$ cat src/rtl/imem_arb.sv
// Instruction-memory arbiter: fetch port and loader port share one 4K-word SRAM window.
// Build option IMEM_ARB_RR_EN: round-robin conflict resolution (default: loader wins).
module imem_arb (
    input  logic        clk,
    input  logic        reset,
    // fetch port
    input  logic        f_req,
    input  logic [31:0] f_addr,
    output logic        f_gnt,
    output logic        f_rvalid,
    output logic [31:0] f_rdata,
    output logic        f_err,
    // loader port
    input  logic        l_req,
    input  logic        l_we,
    input  logic        l_lock,
    input  logic [31:0] l_addr,
    input  logic [31:0] l_wdata,
    output logic        l_gnt,
    output logic        l_rvalid,
    output logic [31:0] l_rdata,
    output logic        l_err,
    // memory port
    output logic        m_en,
    output logic        m_we,
    output logic [11:0] m_addr,
    output logic [31:0] m_wdata,
    input  logic [31:0] m_rdata
);

    typedef enum logic {ST_ARB, ST_LOCK} state_t;

    state_t      r_state;
    logic        r_f_rvalid, r_f_err, r_f_rd;
    logic        r_l_rvalid, r_l_err, r_l_rd;
    logic        w_f_gnt, w_l_gnt, w_ok, w_pick_f;
    logic [31:0] w_addr;

    function automatic logic in_window(input logic [31:0] a);
        return (a >= 32'h0000_3000) && (a <= 32'h0000_6FFF) && (a[1:0] == 2'b00);
    endfunction

`ifdef IMEM_ARB_RR_EN
    logic r_fav_f;
    assign w_pick_f = r_fav_f;
`else
    assign w_pick_f = 1'b0;
`endif

    always_comb begin
        w_f_gnt = (r_state == ST_ARB) && f_req && (!l_req || w_pick_f);
        w_l_gnt = l_req && ((r_state == ST_LOCK) || !f_req || !w_pick_f);
        w_addr  = w_l_gnt ? l_addr : f_addr;
        w_ok    = in_window(w_addr);
    end

    assign f_gnt   = w_f_gnt;
    assign l_gnt   = w_l_gnt;
    assign m_en    = (w_f_gnt || w_l_gnt) && w_ok;
    assign m_we    = m_en && w_l_gnt && l_we;
    assign m_addr  = w_addr[13:2] - 12'hC00;
    assign m_wdata = w_l_gnt ? l_wdata : 32'h0;

    // SRAM data only lands in the response cycle, so rdata is a registered gate on m_rdata.
    assign f_rvalid = r_f_rvalid;
    assign f_err    = r_f_err;
    assign f_rdata  = r_f_rd ? m_rdata : 32'h0;
    assign l_rvalid = r_l_rvalid;
    assign l_err    = r_l_err;
    assign l_rdata  = r_l_rd ? m_rdata : 32'h0;

    always_ff @(posedge clk or negedge reset) begin
        if (!reset) begin
            r_state    <= ST_ARB;
            r_f_rvalid <= 1'b0;
            r_f_err    <= 1'b0;
            r_f_rd     <= 1'b0;
            r_l_rvalid <= 1'b0;
            r_l_err    <= 1'b0;
            r_l_rd     <= 1'b0;
`ifdef IMEM_ARB_RR_EN
            r_fav_f    <= 1'b1;
`endif
        end else begin
            r_f_rvalid <= w_f_gnt;
            r_f_err    <= w_f_gnt && !w_ok;
            r_f_rd     <= w_f_gnt && w_ok;
            r_l_rvalid <= w_l_gnt;
            r_l_err    <= w_l_gnt && !w_ok;
            r_l_rd     <= w_l_gnt && w_ok && !l_we;
            case (r_state)
                ST_ARB:  if (w_l_gnt && l_lock) r_state <= ST_LOCK;
                ST_LOCK: if (!l_lock)           r_state <= ST_ARB;
                default:                        r_state <= ST_ARB;
            endcase
`ifdef IMEM_ARB_RR_EN
            if ((r_state == ST_ARB) && f_req && l_req)
                r_fav_f <= !r_fav_f;
`endif
        end
    end

endmodule

$ cat config.mk
export PLATFORM = sky130hd
export DESIGN_NAME = imem_arb
export DESIGN_NICKNAME = d
export VERILOG_FILES = /design/src/rtl/imem_arb.sv
export SDC_FILE = /design/constraint.sdc
export NUM_CORES = 1
export LEC_CHECK = 0
export BUFFER_PORTS_ARGS = -buffer_cell sky130_fd_sc_hd__buf_2
export CAP_MARGIN = 20
export CORE_AREA = 2 2 97 99
export DETAILED_ROUTE_END_ITERATION = 7
export DIE_AREA = 0 0 99 101
export PLACE_DENSITY_LB_ADDON = 0.12
export SLEW_MARGIN = 20
export SYNTH_ARGS = -nofsm -noshare
export SYNTH_HDL_FRONTEND = slang
export SYNTH_SLANG_ARGS = --single-unit
$ cat constraint.sdc
create_clock -name clk -period 1.6 [get_ports clk]
set_input_delay 0.24 -clock clk [delete_from_list [all_inputs] [get_ports clk]]
set_output_delay 0.24 -clock clk [all_outputs]
set_load 0.01 [all_outputs]
* Yosys cells after proc, flatten, opt, wreduce, memory -nomap -nowiden
Index checks and enable logic that the tools add are counted.
** Word-level totals
- Flip-flop bits (word level) :: 7
- Output and inout port bits :: 116
** Cells by class
- Muxes and demuxes :: 7
- Reduce and logical (&&, ||, !) cells :: 18
- Order comparisons :: 2
- Bitwise gates (word level) :: 1
- Add/subtract/negate cells :: 1
** Operators by type and width (number)
- $mux 32 :: 4
- $ge 32x14->1 const B :: 1
- $le 32x15->1 const B :: 1
- $logic_and 1x1->1 :: 13
- $sub 12x12->12 const B :: 1
- $logic_not 1->1 :: 3
- $logic_not 2->1 :: 1
- $mux 1 :: 2
- $pmux 1 s2 :: 1
- $logic_or 1x1->1 :: 1
- $not 1->1 :: 1

* Depth between registers and ports, before layout
Gate-level depths: netlist (run 1).
- Depth in word-level cells :: 7
- Mapped depth :: 8
- Gate-level depth less buffers :: 7

* Least setup slack after synthesis (run 1)
OpenSTA, ideal clock, no wires.
- Path type :: input port to output port
- Start :: input l_req
- End :: output m_we
- Arrival time :: 1.660 ns
- Required time :: 1.360 ns
- Stages :: 7
- Buffers on the path :: 1
- Path slack :: -0.300 ns
- Cells stage by stage :: buf_1 -> mux2i_1 -> inv_1 -> ha_1 -> o221ai_2 -> nand2_2 -> nor3b_2
** Between the ends
- Cells in the longest elaborated chain, start to end :: 7
- Elaborated cells on any way between the ends :: 12
** RTL lines
- from (decl) :: line 14 : input logic l_req,
- $mux 32 :: line 53 : w_addr = w_l_gnt ? l_addr : f_addr;
- $ge 32x14->1 / $le 32x15->1 (equally long branches) :: line 40 : return (a >= 32'h0000_3000) && (a <= 32'h0000_6FFF) && (a[1:0] == 2'b00);
- $logic_and 1x1->1 (2 in a row) :: line 40
- $logic_and 1x1->1 :: line 59 : assign m_en = (w_f_gnt || w_l_gnt) && w_ok;
- $logic_and 1x1->1 (*) (2 in a row) :: line 60 : assign m_we = m_en && w_l_gnt && l_we;
- to (decl) :: line 25 : output logic m_we,
Mark *: on every way between the ends. The rest lies on a longest branch, timed or not.

* Worst setup path after layout (run 1)
- Start :: input f_addr[15]
- End :: output m_we
** Between the ends
- Cells in the longest elaborated chain, start to end :: 7
- Elaborated cells on any way between the ends :: 8
** RTL lines
- from (decl) :: line 8 : input logic [31:0] f_addr,
- $mux 32 (*) :: line 53
- $ge 32x14->1 / $le 32x15->1 (equally long branches) :: line 40
- $logic_and 1x1->1 (*) (2 in a row) :: line 40
- $logic_and 1x1->1 (*) :: line 59
- $logic_and 1x1->1 (*) (2 in a row) :: line 60
Marked as above.

==> run summary, run 1 <==
==================================================================================================
Global-route wire length before repair ..............................................      7700 um
Fraction of the mapped netlist area in simple logic gates ...........................        62.2%
Met1 usage in global routing ........................................................        9.08%
Synth Net Count .....................................................................          297
Delay of the slowest cell on the worst path .........................................      0.57 ns
Total of warnings raised by yosys ...................................................            0
Number of enable-type register cells in the synthesized netlist .....................            0
Hold Vio Cnt, Final .................................................................            0
Startpoint-to-endpoint class of the critical path ................................... input pin to output pin
Required time of the critical path ..................................................      1.36 ns
Worst EP arrival ....................................................................      1.54 ns
Avg Vias per Cell ...................................................................         3.81
Period minus WS final ...............................................................      1.78 ns
Cell leakage power ..................................................................      1.72 nW
Fraction of synthesized cell area in xor and xnor cells .............................           0%
Peak supply drop ....................................................................   0.000166 V
Max-capacitance violation count .....................................................            0
Crit. Startpoint ....................................................................   f_addr[15]
Total routed wirelength .............................................................      5570 um
Number of clock sinks seen by CTS ...................................................            7
Largest fanout of any net on the critical path ......................................            3
Post-synthesis register bit count ...................................................            7
CTS max path bufs ...................................................................            2
Kind of end point of the critical path ..............................................   output pin
Post-Syn Area .......................................................................   1200 sq um
Number of slew-limit violations in the final report .................................            0
Floorplan Core Area .................................................................   8980 sq um
Setup TNS after final layout ........................................................    -0.291 ns
Final #Nets .........................................................................          552
Insertion delay to the later sink of the worst-skew pair ............................      0.22 ns
Routing usage on met2 ...............................................................        18.9%
Combinational family with the most area after synthesis ............................. simple AND/OR/NAND/NOR gates
Drt first-iter violations ...........................................................           18
Layout-stage area growth over the synthesis result ..................................         129%
Routed wirelength normalized by instance count ......................................      10.6 um
Slowest CP cell ..................................................................... sky130_fd_sc_hd__or4_4
Final-report setup violation count ..................................................            2
Number of placement rows ............................................................           35
Hold_ws .............................................................................     0.211 ns
Portion of netlist area occupied by mux cells .......................................        11.1%
Remaining number of nets flagged by the antenna check after routing .................            0
Drt pass-1 iters ....................................................................            3
Clock tree from TritonCTS ...........................................................         done
Horizontal die dimension ............................................................        99 um
Cells along the critical path ....................................................... buf_6, or4_4, o221ai_4, nand2_4, nor3b_4, buf_2
Top cells by area in the synthesized netlist ........................................ sky130_fd_sc_hd__and2_1 (50%), sky130_fd_sc_hd__dfrtp_1 (15%), sky130_fd_sc_hd__mux2_2 (10%)
Top cell type's share of synthesized area ...........................................        50.5%
Gr usage total ......................................................................        9.38%
Achievable frequency ................................................................    0.561 GHz
Top cells by count, synth ........................................................... sky130_fd_sc_hd__and2_1 (97), sky130_fd_sc_hd__mux2_2 (11), sky130_fd_sc_hd__clkbuf_1 (9)
Power per cell area .................................................................  311 nW/um^2
Layout cells sized above 1 ..........................................................        69.2%
Area fraction in compound gates after synthesis .....................................        4.06%
Measured slew at the worst slew-check pin ...........................................     0.313 ns
Share of the yosys chip area belonging to registers .................................        14.6%
DRC violations left .................................................................            0
Post-route design area ..............................................................   2760 sq um
Number of buffers inserted by port buffering ........................................          249
Total cell area at the placement stage ..............................................   2650 sq um
Distinct cell type count of the synthesized netlist .................................           24
Unrepaired setup endpoints after global routing .....................................         true
Mean instance size in the synthesized netlist .......................................   7.47 sq um
Number of antenna violations at the first check in global routing ...................            1
Category of cells accounting for the largest share of critical-path delay ........... simple AND/OR/NAND/NOR gates
Gr ovfl total .......................................................................            0
CTS HTree Levels ....................................................................            1
Number of buffers inserted to repair setup after CTS ................................            0
Combined buffer and inverter count along the critical path ..........................            2
Path class of the lowest-slack min-delay path ....................................... input pin to register
Num CTS Buffers .....................................................................            3
Via count of the first global-routing pass ..........................................         1663
Status .............................................................................. finished with violations
Source of the worst register-to-register timing path ................................      r_state
Final GP Congestion .................................................................        0.695
Failing checks ...................................................................... negative setup slack
Antenna diode count .................................................................            0
Adder and majority gate portion of the synthesized area .............................        2.08%
Utilization after layout ............................................................        30.7%
Clock transition time at the flip-flop clock pins of the worst setup and hold paths .      0.04 ns
Via total after detailed routing ....................................................         2003
Initial standard-cell utilization of the core .......................................        13.4%
Cells after synthesis ...............................................................          161
Global routing usage on met3 ........................................................        3.19%
Minimum setup slack among reg-to-reg paths ..........................................      0.60 ns
Clock skew after layout .............................................................   0.00266 ns
Die Area ............................................................................  10000 sq um
Most common cell in the netlist ..................................................... sky130_fd_sc_hd__and2_1
Hold wc startpoint ..................................................................         l_we
Share of async-settable or async-resettable flops after synthesis ...................         100%
Worst rel slew slack ................................................................        79.0%
Buffer type at the clock tree root .................................................. sky130_fd_sc_hd__clkbuf_8
Setup slack of the critical path after layout .......................................    -0.182 ns
Largest net degree at the start of global routing ...................................           33
Top Usage Layer GRT .................................................................         met2
Die Span Y ..........................................................................       101 um
Post-synth top area cell ............................................................ sky130_fd_sc_hd__and2_1
Portion of the clock cycle consumed by the worst path in the final layout ...........         111%
Most frequently used flop master after synthesis .................................... sky130_fd_sc_hd__dfrtp_1
Num ports ...........................................................................          250
HPWL after detailed placement .......................................................      5000 um
Kind of launch point of the worst setup path ........................................    input pin
==================================================================================================
## through the flow
stage	setup WS, ns	std cells	power [W]
after floorplan	0.00797	161	0.000343
after global placement	-0.259	521	0.000602
after detailed placement	-0.272	521	0.000606
after CTS	-0.215	526	0.000868
after global routing	-0.257	526	0.000919
final	-0.182	526	0.000859
## timing repair
| action | CTS | global route |
|---|---|---|
| cloned | 0 | 0 |
| hold buffers | 1 | 0 |
| endpoints found under the hold margin | 7 | 0 |
| pin swaps | 3 | 2 |
| endpoints found under the setup margin | 2 | 2 |
| gates resized for setup | 6 | 4 |
## sequential cells by signal, indices dropped and copies added, names as in the netlist
register  cells
f_rvalid      1
f_err         1
r_l_rd        1
r_state       1
l_rvalid      1
r_f_rd        1
l_err         1
## kinds of logic after synthesis
kind of cell             after synthesis
buffers and inverters                 18
AO/OA/AOI/OAI                          5
flip-flops                             7
multiplexers                          12
adder cells (fa/ha/maj)                2
AND/OR/NAND/NOR                      117
## worst paths after layout
path | endpoint | cells after the start
min in group asynchronous | f_rvalid | 2
worst max-delay path | m_we | 6
worst min-delay path | r_l_rd | 2
max in group asynchronous | r_l_rd | 2
worst max register to register | f_err | 3
worst min register to register | r_state | 1
## power breakdown
part | switching (W) | internal (W)
Sequential | 0.00000195 | 0.000185
Combinational | 0.000182 | 0.000249
Clock | 0.0000695 | 0.000172
## placed cells by master (no fill, tap or decap), drive strengths merged
cell	instances
and2	97
dlygate4sd3	1
mux2i	1
nor2	1
inv	6
o21a	1
ha	2
nor3b	2
nor3	1
and4	2
nand3	1
or4	1
nand2	3
dfrtp	7
buf	260
or4b	1
a31oi	1
mux2	11
a21oi	1
nor4	8
clkbuf	5
o221ai	2
## routing by layer
layer,part of all wire (%),vias to the layer above
li1,-,1026
met1,31,827
met2,54,146
met3,15,4
met4,0.83,0
met5,0,-
## area by class of cell
| type | count | area [sq um] |
|---|---|---|
| fill | 1001 | 6220 |
| timing repair buffer | 262 | 1360 |
| multi-input combinational | 136 | 1020 |
| sequential | 7 | 175 |
| tap | 111 | 139 |
| clock buffer | 4 | 45.0 |
| inverter | 6 | 22.5 |
Note: power is estimated with default switching activity, not from simulation.
==> run 2, diff against run 1 <==
--- a/config.mk
+++ b/config.mk
@@ -7,9 +7,9 @@
 export LEC_CHECK = 0
 export BUFFER_PORTS_ARGS = -buffer_cell sky130_fd_sc_hd__buf_2
 export CAP_MARGIN = 20
-export CORE_AREA = 2 2 97 99
+export CORE_AREA = 2 2 96 98
 export DETAILED_ROUTE_END_ITERATION = 7
-export DIE_AREA = 0 0 99 101
+export DIE_AREA = 0 0 98 100
 export PLACE_DENSITY_LB_ADDON = 0.12
 export SLEW_MARGIN = 20
 export SYNTH_ARGS = -nofsm -noshare
==> constraint.sdc (replaced) <==
create_clock -name clk -period 2.05 [get_ports clk]
set_input_delay 0.3075 -clock clk [delete_from_list [all_inputs] [get_ports clk]]
set_output_delay 0.3075 -clock clk [all_outputs]
set_load 0.01 [all_outputs]
==> run 2 against run 1 <==
The run now ends clean. Sequential share of layout area is 0.12 points higher. Clock-buffer cell count is the same. Hold slack improved by 0.056 ns. Sequential power fell by 22%. Clock skew barely moved. First-iteration DRC count fell by 33%. Global-route usage grew 0.85 points. Final area shrank 1.9%. Clock power shrank 21%. Non-clock buffer count fell by 2. Total power decreased by 23%. Core utilization fell by 0.29 points. Critical endpoint unchanged.
==> run summary, run 2 (same netlist as run 1, synthesis figures left out) <==
==================================================================================================
Layout-stage area growth over the synthesis result ..................................         125%   was 129%
Number of slew-limit violations in the final report .................................            0   unchanged
Sequential group share of total power ...............................................        22.1%   was 21.7%
Clock transition time at the flip-flop clock pins of the worst setup and hold paths .      0.04 ns   about the same
Measured slew at the worst slew-check pin ...........................................     0.291 ns   was 0.313 ns
Minimum setup slack among reg-to-reg paths ..........................................      1.05 ns   was 0.60 ns
Gr ovfl total .......................................................................            0   unchanged
Layout cells sized above 1 ..........................................................        68.0%   was 69.2%
Achievable frequency ................................................................    0.515 GHz
Worst R2R End .......................................................................        f_err   unchanged
Largest net degree at the start of global routing ...................................           36   was 33
Switch Pwr ..........................................................................   0.000194 W   was 0.000253 W
Via total after detailed routing ....................................................         2017   was 2003
Period minus WS final ...............................................................      1.94 ns
Number of antenna violations at the first check in global routing ...................            0   was 1
Worst EP arrival ....................................................................      1.63 ns   was 1.54 ns
Avg Vias per Cell ...................................................................         3.85   was 3.81
Capturing element of the worst setup path ...........................................         m_we   unchanged
Routed wirelength normalized by instance count ......................................      10.6 um   about the same
Hold Vio Cnt, Final .................................................................            0   unchanged
Portion of total power attributed to the clock network ..............................        29.0%   was 28.1%
Horizontal die dimension ............................................................        98 um   was 99 um
Commonest non-fill, non-tap cell in the layout ...................................... sky130_fd_sc_hd__buf_2   unchanged
Relative contribution of combinational cells to total power .........................        48.9%   was 50.2%
Drt pass-1 iters ....................................................................            4   was 3
Number of buffers inserted by port buffering ........................................          249   unchanged
Drt first-iter violations ...........................................................           12   was 18
Global-route wire length before repair ..............................................      8220 um   was 7700 um
Number of clock sinks seen by CTS ...................................................            7   unchanged
Cell leakage power ..................................................................      1.70 nW   was 1.72 nW
Required time of the critical path ..................................................      1.74 ns   was 1.36 ns
Number of placement rows ............................................................           35   unchanged
Via count of the first global-routing pass ..........................................         1743   was 1663
Floorplan Core Area .................................................................   8890 sq um   was 8980 sq um
Clock skew after layout .............................................................   0.00301 ns   was 0.00266 ns
Setup slack of the critical path after layout .......................................     0.108 ns   was -0.182 ns
FF-to-FF path depth .................................................................            3   unchanged
Peak supply drop ....................................................................   0.000128 V   was 0.000166 V
Num ports ...........................................................................          250   unchanged
DRC violations left .................................................................            0   unchanged
Die Span Y ..........................................................................       100 um   was 101 um
CTS HTree Levels ....................................................................            1   unchanged
Antenna diode count .................................................................            0   unchanged
Number of buffers inserted to repair setup after CTS ................................            0   unchanged
Initial standard-cell utilization of the core .......................................        13.5%   was 13.4%
Largest fanout of any net on the critical path ......................................            4   was 3
Kind of end point of the critical path ..............................................   output pin   unchanged
Startpoint-to-endpoint class of the critical path ................................... input pin to output pin   unchanged
Worst rel slew slack ................................................................        80.6%   was 79.0%
Final-report setup violation count ..................................................            0   was 2
Path class of the lowest-slack min-delay path ....................................... input pin to register   unchanged
HPWL after detailed placement .......................................................      5030 um   was 5000 um
Buffer type at the clock tree root .................................................. sky130_fd_sc_hd__clkbuf_8   unchanged
Clock tree from TritonCTS ...........................................................         done   unchanged
Post-route design area ..............................................................   2710 sq um   was 2760 sq um
Num CTS Buffers .....................................................................            3   unchanged
Die Area ............................................................................   9800 sq um   was 10000 sq um
Total routed wirelength .............................................................      5580 um   was 5570 um
Total cell area at the placement stage ..............................................   2610 sq um   was 2650 sq um
Insertion delay to the later sink of the worst-skew pair ............................      0.22 ns   about the same
Status ..............................................................................    completed   was finished with violations
CTS max path bufs ...................................................................            2   unchanged
Portion of the clock cycle consumed by the worst path in the final layout ...........        94.7%
Crit. Startpoint ....................................................................   f_addr[15]   unchanged
Switching power as a share of total power ...........................................        29.4%   was 29.5%
Max-capacitance violation count .....................................................            0   unchanged
Internal power ......................................................................   0.000466 W   was 0.000605 W
Final #Nets .........................................................................          550   was 552
Commonest cells after routing, fill and taps aside .................................. sky130_fd_sc_hd__buf_2 (248), sky130_fd_sc_hd__and2_1 (97), sky130_fd_sc_hd__mux2_2 (11)   was sky130_fd_sc_hd__buf_2 (247), sky130_fd_sc_hd__and2_1 (97), sky130_fd_sc_hd__buf_4 (12)
Final GP Congestion .................................................................        0.717   was 0.695
Power per cell area .................................................................  244 nW/um^2   was 311 nW/um^2
Post-placement worst setup slack ....................................................    0.0360 ns   was -0.272 ns
Gr usage total ......................................................................        10.2%   was 9.38%
Remaining number of nets flagged by the antenna check after routing .................            0   unchanged
Source of the worst register-to-register timing path ................................      r_state   unchanged
Kind of launch point of the worst setup path ........................................    input pin   unchanged
==================================================================================================
[run 2: cell types whose count changed in the layout (fill, tap and decap cells not counted)]
cell / before / now
sky130_fd_sc_hd__nor3b_4: 1 / 0
sky130_fd_sc_hd__a21oi_2: 1 / 0
sky130_fd_sc_hd__mux2i_2: 0 / 1
sky130_fd_sc_hd__inv_2: 2 / 0
sky130_fd_sc_hd__buf_6: 1 / 0
sky130_fd_sc_hd__buf_4: 12 / 10
sky130_fd_sc_hd__a21oi_1: 0 / 1
sky130_fd_sc_hd__ha_4: 1 / 0
sky130_fd_sc_hd__ha_1: 1 / 2
sky130_fd_sc_hd__nor3b_2: 0 / 1
sky130_fd_sc_hd__inv_1: 4 / 6
sky130_fd_sc_hd__mux2i_4: 1 / 0
sky130_fd_sc_hd__buf_2: 247 / 248
[run 2: worst min-delay path by stage]
stage | start | slack, ns | to | depth (start not counted)
3_5_place_dp | reset | 0.16 | f_rvalid | 1
4_1_cts | l_we | 0.26 | r_l_rd | 2
2_1_floorplan | reset | 0.01 | f_err | 0
5_1_grt | l_we | 0.28 | r_l_rd | 2
3_3_place_gp | reset | 0.16 | f_rvalid | 1
6_report | l_we | 0.27 | r_l_rd | 2
[run 2: critical path, cell delays in order]
cell	delay, ns
sky130_fd_sc_hd__buf_2	0.10
sky130_fd_sc_hd__or4_4	0.57
sky130_fd_sc_hd__o221ai_4	0.24
sky130_fd_sc_hd__nand2_4	0.09
sky130_fd_sc_hd__nor3b_2	0.17
sky130_fd_sc_hd__buf_2	0.15
[run 2: power by group through the flow]
stage	registers, W	clock network [W]	logic (W)
floorplan	0.000150	0	0.000111
global placement	0.000148	0	0.000315
detailed placement	0.000148	0	0.000317
CTS	0.000146	0.000200	0.000319
global route	0.000146	0.000211	0.000360
finish	0.000146	0.000191	0.000323
[run 2: area by class of cell]
type                            instances  area (sq um)
Fill cell                            1003          6180
Timing Repair Buffer                  260          1330
Multi-Input combinational cell        136           991
Sequential cell                         7           175
Tap cell                              111           139
Clock buffer                            4          45.0
Inverter                                6          22.5
[run 2: repair_timing]
item | in CTS | in global routing
hold buffers | 1 | 0
resized for setup | 0 | 6
endpoints found under the setup margin | 0 | 2
hold endpoints to repair | 7 | 0
[run 2: through the flow]
stage	TNS, ns	cells	total power [W]	util [%]	hold WS, ns
after floorplan	0	161	0.000261	-	0.0119
after global placement	0	519	0.000463	29.4	0.162
after detailed placement	0	519	0.000465	29.4	0.156
after CTS	0	524	0.000666	30.0	0.261
after global routing	-0.00331	524	0.000717	30.4	0.278
final	0	524	0.000660	30.4	0.267
[run 2: per-layer routing]
| layer | track usage [%] | part of all wire [%] | vias to the layer above |
|---|---|---|---|
| met3 | 3.13 | 14 | 4 |
| met5 | 0 | 0 | - |
| li1 | - | - | 1019 |
| met4 | 2.99 | 1.1 | 0 |
| met2 | 19.8 | 53 | 146 |
| met1 | 10.6 | 33 | 848 |
